### config.mk
export PLATFORM = sky130hd
export DESIGN_NAME = rx_pkt_word_packer
export DESIGN_NICKNAME = d
export VERILOG_FILES = /design/src/rtl/rx_pkt_word_packer.sv
export SDC_FILE = /design/constraint.sdc
export NUM_CORES = 2
export LEC_CHECK = 0
export CAP_MARGIN = 10
export CELL_PAD_IN_SITES_DETAIL_PLACEMENT = 0
export CELL_PAD_IN_SITES_GLOBAL_PLACEMENT = 1
export CORE_MARGIN = 3
export CORE_UTILIZATION = 41
export DETAILED_ROUTE_END_ITERATION = 8
export MAX_ROUTING_LAYER = met4
export PLACE_DENSITY = 0.6
export SYNTH_ARGS = -nofsm -noshare
export SYNTH_HDL_FRONTEND = slang
export SYNTH_SLANG_ARGS = --single-unit
### constraint.sdc
create_clock -name clock -period 19.13 [get_ports clock]
set_input_delay 5.739 -clock clock [delete_from_list [all_inputs] [get_ports clock]]
set_output_delay 5.739 -clock clock [all_outputs]
set_load 0.02 [all_outputs]
### src/rtl/rx_pkt_word_packer.sv
// rx_pkt_word_packer
//
// Packs the decoded PSDU byte stream from the dot11 receiver into 64-bit
// little-endian words, queues them in a first-word-fall-through FIFO and
// presents them on a valid/ready stream toward the RX DMA. Every packet is
// closed by a trailer word (length, sequence number, status) marked with
// m_tlast.
//
// Ports
//   clock                   system clock
//   reset                   synchronous, active-high reset
//   enable                  gates all input strobes (output still drains)
//   pkt_header_valid_strobe new packet starts, pkt_len valid
//   pkt_len [15:0]          PSDU length in bytes (FCS included)
//   byte_in [7:0]           decoded byte, qualified by byte_in_strobe
//   fcs_out_strobe          fcs_ok valid this cycle
//   fcs_ok                  1 = CRC passed
//   m_tdata [63:0]          output word
//   m_tvalid / m_tready     output handshake
//   m_tlast                 high on trailer words
//   overflow_cnt [15:0]     saturating count of dropped data words
//   pkt_sn [SN_W-1:0]       sequence number the next trailer will carry
//
// Trailer word: [15:0] length, [15+SN_W:16] sequence number, [48] fcs_ok,
// [49] data dropped, [50] aborted, all other bits zero.

module rx_pkt_word_packer #(
    parameter int FIFO_AW = 5,
    parameter int SN_W    = 16
) (
    input  logic            clock,
    input  logic            reset,
    input  logic            enable,
    input  logic            pkt_header_valid_strobe,
    input  logic [15:0]     pkt_len,
    input  logic [7:0]      byte_in,
    input  logic            byte_in_strobe,
    input  logic            fcs_out_strobe,
    input  logic            fcs_ok,
    output logic [63:0]     m_tdata,
    output logic            m_tvalid,
    input  logic            m_tready,
    output logic            m_tlast,
    output logic [15:0]     overflow_cnt,
    output logic [SN_W-1:0] pkt_sn
);

    localparam int DEPTH = 1 << FIFO_AW;
    localparam int CW    = FIFO_AW + 1;
    localparam logic [CW:0] DEPTH_V = (CW + 1)'(DEPTH);

    typedef enum logic [1:0] {IDLE, COLLECT, WAIT_FCS, TRAILER} state_t;

    // ---------------- packer / FSM state ----------------
    state_t          state_reg;
    logic [15:0]     len_reg;
    logic [15:0]     byte_cnt_reg;
    logic [63:0]     pack_reg;
    logic [2:0]      lane_reg;
    logic            drop_reg;
    logic            fcs_seen_reg;
    logic            fcs_ok_reg;
    logic            wpend_reg;      // completed data word waiting to be pushed
    logic [63:0]     wdata_reg;
    logic            abort_pend_reg; // aborted-packet trailer waiting to be pushed
    logic [15:0]     abort_len_reg;
    logic            abort_drop_reg;
    logic [SN_W-1:0] sn_reg;
    logic [15:0]     ovf_reg;

    // ---------------- FIFO state ----------------
    // cnt_reg counts every stored word including the one in the output
    // register, so the capacity seen by the reservation logic is DEPTH.
    logic [64:0]        mem [DEPTH];
    logic [FIFO_AW-1:0] wr_ptr_reg;
    logic [FIFO_AW-1:0] rd_ptr_reg;
    logic [CW-1:0]      cnt_reg;
    logic               out_valid_reg;
    logic [64:0]        out_word_reg;

    // ---------------- qualified inputs ----------------
    logic hdr, byte_v, fcs_v;
    assign hdr    = enable & pkt_header_valid_strobe;
    assign byte_v = enable & byte_in_strobe;
    assign fcs_v  = enable & fcs_out_strobe;

    // ---------------- FIFO occupancy / write arbitration ----------------
    logic          pop;
    logic [CW:0]   free_slots;
    logic          has1, has2;
    logic          abort_wr, norm_trl_wr, trl_wr, data_wr, data_drop, push;
    logic [64:0]   push_word;
    logic [63:0]   trl_word;

    assign pop        = out_valid_reg & m_tready;
    assign free_slots = DEPTH_V - {1'b0, cnt_reg} + {{CW{1'b0}}, pop};
    assign has1       = free_slots >= (CW + 1)'(1);
    assign has2       = free_slots >= (CW + 1)'(2);

    // The aborted trailer goes first so trailer order matches packet order.
    assign abort_wr    = abort_pend_reg & has1;
    assign norm_trl_wr = (state_reg == TRAILER) & ~abort_pend_reg & has1;
    assign trl_wr      = abort_wr | norm_trl_wr;
    // Data needs two free slots so the packet's trailer always has room.
    assign data_wr     = wpend_reg & ~trl_wr & has2;
    assign data_drop   = wpend_reg & ~data_wr;
    assign push        = trl_wr | data_wr;

    always_comb begin
        trl_word           = '0;
        trl_word[15:0]     = abort_wr ? abort_len_reg : len_reg;
        trl_word[16 +: SN_W] = sn_reg;
        trl_word[48]       = abort_wr ? 1'b0 : fcs_ok_reg;
        trl_word[49]       = abort_wr ? abort_drop_reg : drop_reg;
        trl_word[50]       = abort_wr;
        push_word          = trl_wr ? {1'b1, trl_word} : {1'b0, wdata_reg};
    end

    // ---------------- byte lane insertion ----------------
    logic [63:0] pack_with;
    generate
        for (genvar gi = 0; gi < 8; gi++) begin : g_lane
            assign pack_with[8*gi +: 8] = (lane_reg == 3'(gi)) ? byte_in
                                                                : pack_reg[8*gi +: 8];
        end
    endgenerate

    logic last_byte, start_pkt, abort_pkt;
    assign last_byte = byte_cnt_reg == (len_reg - 16'd1);
    assign abort_pkt = hdr & ((state_reg == COLLECT) | (state_reg == WAIT_FCS));
    // A header arriving in the cycle the trailer goes out starts the next
    // packet immediately; while the trailer is still blocked it is ignored.
    assign start_pkt = hdr & ((state_reg == IDLE) | abort_pkt |
                              ((state_reg == TRAILER) & norm_trl_wr));

    // ---------------- FSM and packer ----------------
    always_ff @(posedge clock) begin
        if (reset) begin
            state_reg      <= IDLE;
            len_reg        <= '0;
            byte_cnt_reg   <= '0;
            pack_reg       <= '0;
            lane_reg       <= '0;
            drop_reg       <= 1'b0;
            fcs_seen_reg   <= 1'b0;
            fcs_ok_reg     <= 1'b0;
            wpend_reg      <= 1'b0;
            wdata_reg      <= '0;
            abort_pend_reg <= 1'b0;
            abort_len_reg  <= '0;
            abort_drop_reg <= 1'b0;
            sn_reg         <= '0;
            ovf_reg        <= '0;
        end else begin
            wpend_reg <= 1'b0;
            if (data_drop) begin
                drop_reg <= 1'b1;
                if (ovf_reg != 16'hFFFF) ovf_reg <= ovf_reg + 16'd1;
            end
            if (trl_wr)   sn_reg <= sn_reg + SN_W'(1);
            if (abort_wr) abort_pend_reg <= 1'b0;

            case (state_reg)
                IDLE: ;
                COLLECT: begin
                    if (!hdr) begin
                        if (fcs_v) begin
                            fcs_seen_reg <= 1'b1;
                            fcs_ok_reg   <= fcs_ok;
                        end
                        if (byte_v) begin
                            byte_cnt_reg <= byte_cnt_reg + 16'd1;
                            if (lane_reg == 3'd7 || last_byte) begin
                                wpend_reg <= 1'b1;
                                wdata_reg <= pack_with;
                                pack_reg  <= '0;
                                lane_reg  <= '0;
                            end else begin
                                pack_reg <= pack_with;
                                lane_reg <= lane_reg + 3'd1;
                            end
                            if (last_byte) state_reg <= WAIT_FCS;
                        end
                    end
                end
                WAIT_FCS: begin
                    if (!hdr) begin
                        if (fcs_v) begin
                            fcs_ok_reg <= fcs_ok;
                            state_reg  <= TRAILER;
                        end else if (fcs_seen_reg) begin
                            state_reg <= TRAILER;
                        end
                    end
                end
                TRAILER: begin
                    if (norm_trl_wr) state_reg <= IDLE;
                end
                default: state_reg <= IDLE;
            endcase

            // Capture the old packet's status before start_pkt clears it;
            // a data word dropped this very cycle still belongs to it.
            if (abort_pkt) begin
                abort_pend_reg <= 1'b1;
                abort_len_reg  <= len_reg;
                abort_drop_reg <= drop_reg | data_drop;
            end
            if (start_pkt) begin
                len_reg      <= pkt_len;
                byte_cnt_reg <= '0;
                pack_reg     <= '0;
                lane_reg     <= '0;
                drop_reg     <= 1'b0;
                fcs_seen_reg <= 1'b0;
                fcs_ok_reg   <= 1'b0;
                state_reg    <= (pkt_len == 16'd0) ? WAIT_FCS : COLLECT;
            end
        end
    end

    // ---------------- FWFT FIFO ----------------
    logic          load_out, mem_empty, bypass;
    logic [CW-1:0] mem_cnt;

    assign load_out  = ~out_valid_reg | pop;
    assign mem_cnt   = cnt_reg - {{(CW-1){1'b0}}, out_valid_reg};
    assign mem_empty = mem_cnt == '0;
    // Word goes straight into the output register when nothing is ahead of it.
    assign bypass    = push & load_out & mem_empty;

    always_ff @(posedge clock) begin
        if (push && !bypass) mem[wr_ptr_reg] <= push_word;
    end

    always_ff @(posedge clock) begin
        if (reset) begin
            wr_ptr_reg    <= '0;
            rd_ptr_reg    <= '0;
            cnt_reg       <= '0;
            out_valid_reg <= 1'b0;
            out_word_reg  <= '0;
        end else begin
            if (push && !bypass) wr_ptr_reg <= wr_ptr_reg + FIFO_AW'(1);
            cnt_reg <= cnt_reg + {{(CW-1){1'b0}}, push} - {{(CW-1){1'b0}}, pop};
            if (load_out) begin
                if (!mem_empty) begin
                    out_word_reg  <= mem[rd_ptr_reg];
                    rd_ptr_reg    <= rd_ptr_reg + FIFO_AW'(1);
                    out_valid_reg <= 1'b1;
                end else if (push) begin
                    out_word_reg  <= push_word;
                    out_valid_reg <= 1'b1;
                end else begin
                    out_valid_reg <= 1'b0;
                end
            end
        end
    end

    assign m_tdata      = out_word_reg[63:0];
    assign m_tlast      = out_word_reg[64];
    assign m_tvalid     = out_valid_reg;
    assign overflow_cnt = ovf_reg;
    assign pkt_sn       = sn_reg;

endmodule

==> flow_summary.ini <==
[min_path]
whs_path_depth = 2
min_path_type = flop to flop

[sta]
clock_skew_ns = 0.0796
tightest_slew_ns = 1.27
hold_viol_final = 0
rsz0062_at_grt = false
final.setup.tns_ns = 0
min_period_ns = 11.70
fin_crit_sh = 0.611
setup_violations = 0
maxClockFrequency_ghz = 0.0855
maxSlewViolCount = 0
slew_headroom = 0.141

[grt]
grt_max_degree = 103
grt_pass1_vias = 48300
grt_usage = 0.230
antenna_found_initial = 14
grt-ovfl-total = 0
grt_first_pass_wirelength_um = 374000

[clock_tree]
clock_path_buffers = 4
postCtsHoldBufs = 0
cts_tree = yes
cts_sinks = 2386
path_clk_slew_ns = 0.06
h-tree-depth = 5
cts_setup_buffers = 0
cts_buffers = 276
clk_latency_ns = 0.93
root_buffer = clkbuf_16
ctsResizeCount = 0

[setup_path]
critical_path_class = input port to flop
critPathMaxStageDelay_ns = 0.82
worstRegToRegCells = 14
cp-end-kind = flop
arrival_ns = 12.21
start_kind = input port
path_cells = clkdlybuf4s50_1 -> nand2_1 -> ha_1 -> inv_1 -> ha_1 -> and3b_1 -> a31oi_1 -> or4_1 -> buf_4 -> a21boi_1 -> a21boi_1 -> nand2_1 -> nor2_4 -> buf_4 -> buf_4
worst-path-max-fanout = 31
path_common_cell = buf_4
crit_required_ns = 19.65
crit_path_top_delay_cell = a21boi_1

[placed_design]
dp_hpwl_um = 150000
place.gp.congestion = 0.799
placed_cells = 7709
dpl_cell_area_um2 = 98800
portBuffers = 129

[pwr]
power_density_nw_per_um2 = 126
p_leak_nw = 33.9
ir_drop_mv = 0.0810
power_w = 0.0135

[logic_synthesis]
syn_nets = 4811
syn_avg_cell_area_um2 = 19.7
ys_warn_count = 0
synth_edf_count = 2080
ys_seq_elements = 2386
ys.flop_type = edfxtp_1
syn_inst = 4742
synth_cell_types = 75
synthArstFlopShare = 0
synth-seq-area-share = 0.735
netlist_area_um2 = 93400

[layout]
final_common_cell = edfxtp_1
largest_reg_flops = 2080
final_area_um2 = 107000
final_cells = 8195
nets = 5067
final_cell_mix = edfxtp_1 (2080), mux4_2 (633), dfxtp_1 (301), clkbuf_16 (284), nand2_1 (186)
fillCellCount = 18900
drive_above_1_share = 0.253
areaGrowthSynthToFinish_pct = 14.8

[drt]
wirelength_um = 262000
dr_total_vias = 48500
drt_pre_antenna_iters = 5
drc = 0
ant_nets = 0
wl_per_cell_um = 32.0
via_per_inst = 5.91
drt_iter0_drc = 5163

[run]
drv_cap = 0

[floorplan]
start_util = 0.414
core_area_um2 = 226000
die_area_um2 = 233000
ioPinCount = 130
die_y_um = 483
rows = 174
die_w_um = 483

[status]
outcome = finished clean
-- cells in the mapped netlist, types with 9 or more instances --
library cell  instances  area [um2]
mux4_2              633       14300
dfxtp_1             306        6130
inv_1                94         353
nand3_1              41         205
nor2b_1               9        56.3
xnor2_1              41         359
nor3_1               20         100
edfxtp_1           2080       62500
o22ai_1              36         225
or3_1                13        81.3
a21oi_1             126         631
xor2_1               26         228
a211oi_1            129         968
o21ai_0              30         150
a32o_1               35         350
nand2_1             186         698
clkbuf_1            214         803
ha_1                 36         450
buf_1                71         267
nand2b_1             22         138
nand4_1              11        68.8
buf_2                15        75.1
mux2i_1              68         681
a22o_1               87         762
mux2_2               79         890
nor2_1              181         679
o22a_1               18         158
and4_1               11        96.3
nor4_1               11        68.8
and3_1               17         106
-- metrics by stage --
step,hold WS (ns),setup slack (ns),utilization
6_report,0.455,7.43,0.475
5_1_grt,0.480,7.15,0.475
4_1_cts,0.457,7.41,0.475
3_5_place_dp,0.448,6.44,0.438
3_3_place_gp,0.444,6.56,0.438
2_1_floorplan,0.430,7.95,-
-- metal layers --
metal,vias to the layer above,global-route usage,part of all wire
met5,-,-,0
met4,0,0.0485,0.021
met3,386,0.0349,0.066
met2,1754,0.346,0.47
met1,26300,0.334,0.45
li1,20000,-,-
-- worst max-delay path, delay by kind of cell --
kind	cells	cell delay, ns
and+or+nand+nor	5	2.00
buffers and inverters	5	2.19
AOI/OAI and AO/OA	3	1.82
adders and majority gates	2	0.39
-- logic make-up (layout without fill, tap and decap cells) --
kind of cell	count (synthesis)	in the layout	share of synthesized area
buffers and inverters	397	853	0.0163
adder cells (fa/ha/maj)	37	37	0.00504
other	0	5	0
multiplexers	780	780	0.170
flip-flops	2386	2386	0.735
AND/OR/NAND/NOR	559	559	0.0279
XOR/XNOR	67	67	0.00628
AO/OA/AOI/OAI	516	516	0.0404
-- cell type report --
class | count | area [um2] | share of cell area
Sequential cell | 2386 | 68600 | 0.640
Multi-Input combinational cell | 1959 | 23700 | 0.221
Clock buffer | 387 | 7700 | 0.0719
Tap cell | 2992 | 3740 | 0.0349
Timing Repair Buffer | 280 | 2450 | 0.0229
Clock inverter | 91 | 653 | 0.00609
Inverter | 95 | 364 | 0.00340
Antenna cell | 5 | 12.5 | 0.000117
-- power by group --
part | switching [W] | total, W | internal, W | leakage [nW]
clock | 0.00201 | 0.00492 | 0.00291 | 4.10
sequential | 0.000144 | 0.00590 | 0.00576 | 21.9
combinational | 0.00146 | 0.00266 | 0.00120 | 7.95
total | 0.00362 | 0.0135 | 0.00987 | 33.9
-- final timing paths --
path	from	endpoint	slack (ns)
worst max-delay path	m_tready	mem[26][44]$_DFFE_PP_	7.43
worst min-delay path	abort_len_reg[0]$_SDFFE_PP0P_	abort_len_reg[0]$_SDFFE_PP0P_	0.46
worst max register to register	m_tvalid$_SDFFE_PP0N_	mem[26][44]$_DFFE_PP_	12.33
worst min register to register	abort_len_reg[0]$_SDFFE_PP0P_	abort_len_reg[0]$_SDFFE_PP0P_	0.46
No activity file was read; power rests on OpenSTA's default activity.
